==> config.mk <==
export PLATFORM = sky130hd
export DESIGN_NAME = phy_tx_flat
export DESIGN_NICKNAME = d
export VERILOG_FILES = /design/src/rtl/phy_tx_if.sv /design/src/rtl/phy_tx.sv /design/src/flat_wrapper.sv
export SDC_FILE = /design/constraint.sdc
export NUM_CORES = 1
export LEC_CHECK = 0
export ABC_CLOCK_PERIOD_IN_PS = 2450
export BUFFER_PORTS_ARGS = -buffer_cell sky130_fd_sc_hd__buf_2
export CAP_MARGIN = 20
export CORE_MARGIN = 2
export CORE_UTILIZATION = 35
export CTS_CLUSTER_SIZE = 14
export DETAILED_ROUTE_END_ITERATION = 16
export GPL_TIMING_DRIVEN = 0
export SYNTH_ARGS = -nofsm -noshare
export SYNTH_HDL_FRONTEND = slang
export SYNTH_SLANG_ARGS = --single-unit
==> constraint.sdc <==
create_clock -name clk_8f -period 2.45 [get_ports clk_8f]
set_input_delay 0.3675 -clock clk_8f [delete_from_list [all_inputs] [get_ports clk_8f]]
set_output_delay 0.3675 -clock clk_8f [all_outputs]
set_load 0.01 [all_outputs]
==> src/rtl/phy_tx_if.sv <==
// Byte-side and serial-side signals of the two-lane transmitter.
// The count_x outputs exist only when PHY_TX_BYTE_COUNT_EN is defined.
interface phy_tx_if;
    logic       enable;
    logic [7:0] data_in_0;
    logic [7:0] data_in_1;
    logic       valid_in_0;
    logic       valid_in_1;
    logic       ready_out;
    logic       out_0;
    logic       out_1;
`ifdef PHY_TX_BYTE_COUNT_EN
    logic [15:0] count_0;
    logic [15:0] count_1;

    modport master (output enable, data_in_0, data_in_1, valid_in_0, valid_in_1,
                    input ready_out, out_0, out_1, count_0, count_1);
    modport slave  (input enable, data_in_0, data_in_1, valid_in_0, valid_in_1,
                    output ready_out, out_0, out_1, count_0, count_1);
`else
    modport master (output enable, data_in_0, data_in_1, valid_in_0, valid_in_1,
                    input ready_out, out_0, out_1);
    modport slave  (input enable, data_in_0, data_in_1, valid_in_0, valid_in_1,
                    output ready_out, out_0, out_1);
`endif
endinterface

==> src/rtl/phy_tx.sv <==
// Two-lane MSB-first serializer with comma preamble and comma idle fill.
// Define PHY_TX_BYTE_COUNT_EN to add per-lane accepted-byte counters.
//
// state  | meaning
// SYNC   | sending preamble commas (or 00 while disabled), no data accepted
// ACTIVE | accepting one byte per lane at each boundary, comma when not valid
module phy_tx #(
    parameter int         MIN_COMMAS = 4,
    parameter logic [7:0] COMMA      = 8'hBC
) (
    input  logic    clk_8f,
    input  logic    reset,
    phy_tx_if.slave tx
);
    typedef enum logic {SYNC, ACTIVE} state_t;

    state_t     state, state_nxt;
    logic [2:0] bit_cnt;
    logic [3:0] comma_cnt, comma_nxt;
    logic [7:0] shift_0, shift_1;
    logic [7:0] byte_0, byte_1;
    logic       out_0_q, out_1_q;
    logic       load, ready;

    assign load = (bit_cnt == 3'd7);

    always_comb begin
        state_nxt = state;
        comma_nxt = comma_cnt;
        byte_0    = 8'h00;
        byte_1    = 8'h00;
        ready     = 1'b0;
        case (state)
            SYNC: begin
                if (load && tx.enable) begin
                    byte_0 = COMMA;
                    byte_1 = COMMA;
                    if (comma_cnt == 4'(MIN_COMMAS - 1)) begin
                        state_nxt = ACTIVE;
                        comma_nxt = 4'd0;
                    end else begin
                        comma_nxt = comma_cnt + 4'd1;
                    end
                end else if (load) begin
                    comma_nxt = 4'd0;
                end
            end
            ACTIVE: begin
                ready = load && tx.enable;
                if (load && tx.enable) begin
                    byte_0 = tx.valid_in_0 ? tx.data_in_0 : COMMA;
                    byte_1 = tx.valid_in_1 ? tx.data_in_1 : COMMA;
                end else if (load) begin
                    state_nxt = SYNC;
                end
            end
            default: state_nxt = SYNC;
        endcase
    end

    always_ff @(posedge clk_8f) begin
        if (reset) begin
            state     <= SYNC;
            bit_cnt   <= 3'd7;
            comma_cnt <= 4'd0;
            shift_0   <= 8'h00;
            shift_1   <= 8'h00;
            out_0_q   <= 1'b0;
            out_1_q   <= 1'b0;
        end else begin
            state     <= state_nxt;
            bit_cnt   <= bit_cnt + 3'd1;
            comma_cnt <= comma_nxt;
            if (load) begin
                out_0_q <= byte_0[7];
                out_1_q <= byte_1[7];
                shift_0 <= {byte_0[6:0], 1'b0};
                shift_1 <= {byte_1[6:0], 1'b0};
            end else begin
                out_0_q <= shift_0[7];
                out_1_q <= shift_1[7];
                shift_0 <= {shift_0[6:0], 1'b0};
                shift_1 <= {shift_1[6:0], 1'b0};
            end
        end
    end

    assign tx.ready_out = ready;
    assign tx.out_0     = out_0_q;
    assign tx.out_1     = out_1_q;

`ifdef PHY_TX_BYTE_COUNT_EN
    logic [15:0] count_0_q, count_1_q;

    // A lane byte is counted only when it is actually taken on a ready cycle.
    always_ff @(posedge clk_8f) begin
        if (reset) begin
            count_0_q <= 16'd0;
            count_1_q <= 16'd0;
        end else begin
            if (ready && tx.valid_in_0) count_0_q <= count_0_q + 16'd1;
            if (ready && tx.valid_in_1) count_1_q <= count_1_q + 16'd1;
        end
    end

    assign tx.count_0 = count_0_q;
    assign tx.count_1 = count_1_q;
`endif
endmodule

==> src/flat_wrapper.sv <==
// flat-port wrapper written by rule: the top's interface ports become plain ports
module phy_tx_flat 
#(
    parameter int         MIN_COMMAS = 4,
    parameter logic [7:0] COMMA      = 8'hBC
)
  (clk_8f, reset, tx_enable, tx_data_in_0, tx_data_in_1, tx_valid_in_0, tx_valid_in_1, tx_ready_out, tx_out_0, tx_out_1);
  phy_tx_if tx_i ();
  input  logic clk_8f;
  input  logic reset;
  input wire logic [$bits(tx_i.enable)-1:0] tx_enable;
  input wire logic [$bits(tx_i.data_in_0)-1:0] tx_data_in_0;
  input wire logic [$bits(tx_i.data_in_1)-1:0] tx_data_in_1;
  input wire logic [$bits(tx_i.valid_in_0)-1:0] tx_valid_in_0;
  input wire logic [$bits(tx_i.valid_in_1)-1:0] tx_valid_in_1;
  output wire logic [$bits(tx_i.ready_out)-1:0] tx_ready_out;
  output wire logic [$bits(tx_i.out_0)-1:0] tx_out_0;
  output wire logic [$bits(tx_i.out_1)-1:0] tx_out_1;
  assign tx_i.enable = tx_enable;
  assign tx_i.data_in_0 = tx_data_in_0;
  assign tx_i.data_in_1 = tx_data_in_1;
  assign tx_i.valid_in_0 = tx_valid_in_0;
  assign tx_i.valid_in_1 = tx_valid_in_1;
  assign tx_ready_out = tx_i.ready_out;
  assign tx_out_0 = tx_i.out_0;
  assign tx_out_1 = tx_i.out_1;
  phy_tx #(.MIN_COMMAS(MIN_COMMAS), .COMMA(COMMA)) u_core (.clk_8f(clk_8f), .reset(reset), .tx(tx_i));
endmodule
Yosys cells after proc, flatten, opt, wreduce, memory -nomap -nowiden
Cells that the tools add are included.
{"block": "op_classes", "n_eq_ne": 2, "reduce_logical": 3, "add_sub_neg": 2, "mux": 20, "bitwise": 1}
{"op": "$mux W8", "count": 7}
{"op": "$pmux W8 S2", "count": 2}
{"op": "$mux W4", "count": 3}
{"op": "$mux W1", "count": 7}
{"op": "$add A4 B1 Y4 const B", "count": 1}
{"op": "$eq A4 B2 Y1 const B", "count": 1}
{"op": "$add A3 B1 Y3 const B", "count": 1}
{"op": "$eq A3 B3 Y1 const B", "count": 1}
{"op": "$pmux W1 S2", "count": 1}
{"op": "$reduce_and A2 Y1", "count": 1}
{"op": "$reduce_bool A2 Y1", "count": 1}
{"op": "$logic_and A1 B1 Y1", "count": 1}
{"op": "$not A1 Y1", "count": 1}
{"block": "totals", "in_bits": 21, "elab_cells": 35, "out_inout_bits": 3, "register_bits": 26}

Depth between registers and ports, before layout
{"block": "logic_depth", "word_depth": 5, "ltp_mapped": 6}

Worst setup path after synthesis
No wires, ideal clock.
{"block": "synth_path", "path_kind": "register to output", "from": "register u_core.bit_cnt[0]", "to": "output port tx_ready_out", "n_path_buf": 2, "setup_slack_ps": 882, "path_stages_with_launch": 6, "t_arrival_ps": 1201, "path_cell_list": "dfxtp_1 ha_1 ha_1 buf_4 clkbuf_1 and3_1"}
{"block": "synth_via", "elab_chain_len": 3}
{"item": "start, declared", "line_no": "phy_tx.sv:18", "source": "logic [2:0] bit_cnt;"}
{"item": "start signal, assigned", "line_no": "phy_tx.sv:72", "source": "bit_cnt <= bit_cnt + 3'd1;"}
{"item": "$eq A3 B3 Y1", "line_no": "phy_tx.sv:25", "source": "assign load = (bit_cnt == 3'd7);"}
{"item": "$logic_and A1 B1 Y1", "line_no": "phy_tx.sv:49", "source": "ready = load && tx.enable;"}
{"item": "$mux W1", "line_no": "phy_tx.sv:33", "source": "case (state)"}
{"item": "end, declared", "line_no": "flat_wrapper.sv:16", "source": "output wire logic [$bits(tx_i.ready_out)-1:0] tx_ready_out;"}
Every way passes these cells.

Worst setup path after layout
Same ends and word-level chain as after synthesis.

==> results.py <==
metrics = {
    "timing": {
        "fin_skew_ns": 0.00309,
        "max_clock_freq_mhz": 464,
        "slew_violations": 0,
        "slew_headroom": 0.688,
        "rsz0062_at_grt": "no",
        "holdWs_ns": 0.301,
        "hold_viol_final": 0,
        "worst_slew_pin_slew_ns": 0.469,
        "setup_viol": 0,
        "fin_crit_sh": 0.880,
        "setup_ws_ns": 0.293,
        "finalCriticalPeriod_ns": 2.16,
        "tns_ns": 0,
    },
    "worst_setup_path": {
        "rrSetupSlack_ns": 0.81,
        "crit_slowest_cell": "dfxtp_1",
        "cp_max_fo": 10,
        "cp-end-kind": "output port",
        "crit_top_cell": "ha_1",
        "crit_type": "flop to output port",
        "critical-path-top-delay-family": "buffers and inverters",
        "cp.depth": 6,
        "path_cells": "ha_1 > ha_1 > buf_4 > clkbuf_1 > and3_1 > buf_2",
        "worst_setup_path_start_kind": "flop",
        "reg2reg_depth": 6,
        "arrival_ns": 1.79,
        "max_stage_delay_ns": 0.36,
        "worst_ep_required_time_ns": 2.08,
        "cp_num_buf_inv": 3,
    },
    "die": {
        "rows": 19,
        "die_y_um": 57.9,
        "die_area_mm2": 0.00335,
        "core_area_mm2": 0.00276,
        "chipWidth_um": 57.9,
        "start_util": 0.368,
        "num_io_pins": 24,
    },
    "cts": {
        "clk_pin_slew_ns": 0.13,
        "ctsHoldBuffers": 0,
        "cts_buffers": 3,
        "insertion_delay_ns": 0.31,
        "postCtsSetupBuffers": 0,
        "numClockSinks": 24,
        "cts_tree": "done",
        "cts_resized": 0,
        "cts.path.max_buffers": 2,
        "h-tree-depth": 1,
        "clock-root-buffer": "clkbuf_4",
    },
    "grt": {
        "grt_max_degree": 14,
        "grtUsageTotal": 0.150,
        "antenna_found_initial": 0,
        "grt_pass1_vias": 895,
        "overflow": 0,
        "grt_pass1_wl_mm": 3.81,
    },
    "power": {
        "p_per_area_mw_per_mm2": 637,
        "leakagePower_nw": 0.461,
        "p_total_w": 0.000766,
        "ir_drop_mv": 0.286,
    },
    "yosys": {
        "ys_warn_count": 0,
        "synth_edf_count": 0,
        "syn_nets": 136,
        "synthArstFlopShare": 0,
        "yosysMostFrequentCell": "dfxtp_1",
        "yosysSeqAreaShare": 0.473,
        "synth_top_area_share": 0.473,
        "synth_common_cells": "dfxtp_1, a21oi_1, nand2b_1, o211ai_1",
        "synth_cell_type_count": 23,
        "yosysTopAreaCell": "dfxtp_1",
        "syn-cell-area_mm2": 0.00102,
        "synth.avg_cell_area_um2": 9.07,
        "synth_seq_cells": 24,
        "netlist_instances": 112,
        "ys.flop_type": "dfxtp_1",
        "netlist_top_cells_area": "dfxtp_1, nand2b_1, a21oi_1",
    },
    "place": {
        "dp_slack_ns": 0.642,
        "gp_congestion": 0.715,
        "port_buffers": 22,
        "placedCellCount": 165,
        "hpwl_mm": 1.70,
    },
    "routing": {
        "ant_nets": 0,
        "first_pass_iters": 4,
        "wl_per_cell_um": 13.6,
        "drtIter0Drc": 21,
        "vias": 902,
        "drc": 0,
        "avgViaCountPerCell": 5.34,
        "wirelength_mm": 2.30,
    },
    "finish": {
        "final_nets": 163,
        "final_cells": 169,
        "diodes": 0,
        "area_delta_synth_final_pct": 18.2,
        "drive_above_1_share": 0.217,
    },
    "hold_path": {
        "min_path_type": "primary input to flop",
        "hold-path-cell-count": 2,
    },
    "flow_run": {
        "maxCapViolations": 0,
    },
    "outcome": {
        "status": "finished clean",
    },
}
## through the flow
step                      cell area [um2]   util
after CTS                            1200  0.436
after global routing                 1200  0.436
after floorplan                      1020      -
after global placement               1160  0.422
final                                1200  0.436
after detailed placement             1160  0.422
## final cells by class
class	count	area, um2
Buffer	9	41.3
Clock buffer	4	36.3
Fill cell	302	1560
Multi-Input combinational cell	79	494
Sequential cell	24	480
Tap cell	31	38.8
Timing Repair Buffer	22	110
## placed cells by master, fill, tap and decap left out, drive strengths merged, types with 3 or more instances in the layout
master / instances
o211ai: 10
and3: 3
dfxtp: 24
clkbuf: 11
nand2: 6
ha: 3
a21oi: 18
buf: 24
nand3: 7
nand2b: 16
## layer usage
| metal | GRT usage | part of all wire | vias to the layer above |
|---|---|---|---|
| li1 | - | - | 453 |
| met1 | 0.178 | 0.45 | 436 |
| met2 | 0.260 | 0.51 | 11 |
| met3 | 0.0290 | 0.032 | 2 |
| met4 | 0.0698 | 0.0078 | 0 |
| met5 | 0 | 0 | - |
## cells by family after synthesis
group,count (synthesis),share of synthesized area
simple gates,46,0.276
compound gates,30,0.174
flops,24,0.473
buf+inv,9,0.0406
fa+ha+maj,3,0.0369
## final timing paths
kind	from	end
max	u_core.bit_cnt[0]	tx_ready_out
min	reset	u_core.bit_cnt[2]
max reg2reg	u_core.bit_cnt[0]	u_core.comma_cnt[3]
min reg2reg	u_core.bit_cnt[0]	u_core.bit_cnt[0]
## power by group
group / internal (W) / switching, W / total [W]
combinational: 0.0000623 / 0.0000714 / 0.000134
clock: 0.0000907 / 0.000117 / 0.000208
sequential: 0.000415 / 0.00000872 / 0.000424
## sequential cells by signal, summed over array words and instances, names as in the netlist
name,flops
u_core.state,1
u_core.comma_cnt,4
u_core.shift_0,7
u_core.tx.out_0,1
u_core.shift_1,7
u_core.bit_cnt,3
u_core.tx.out_1,1
(Power assumes the default switching activity.)
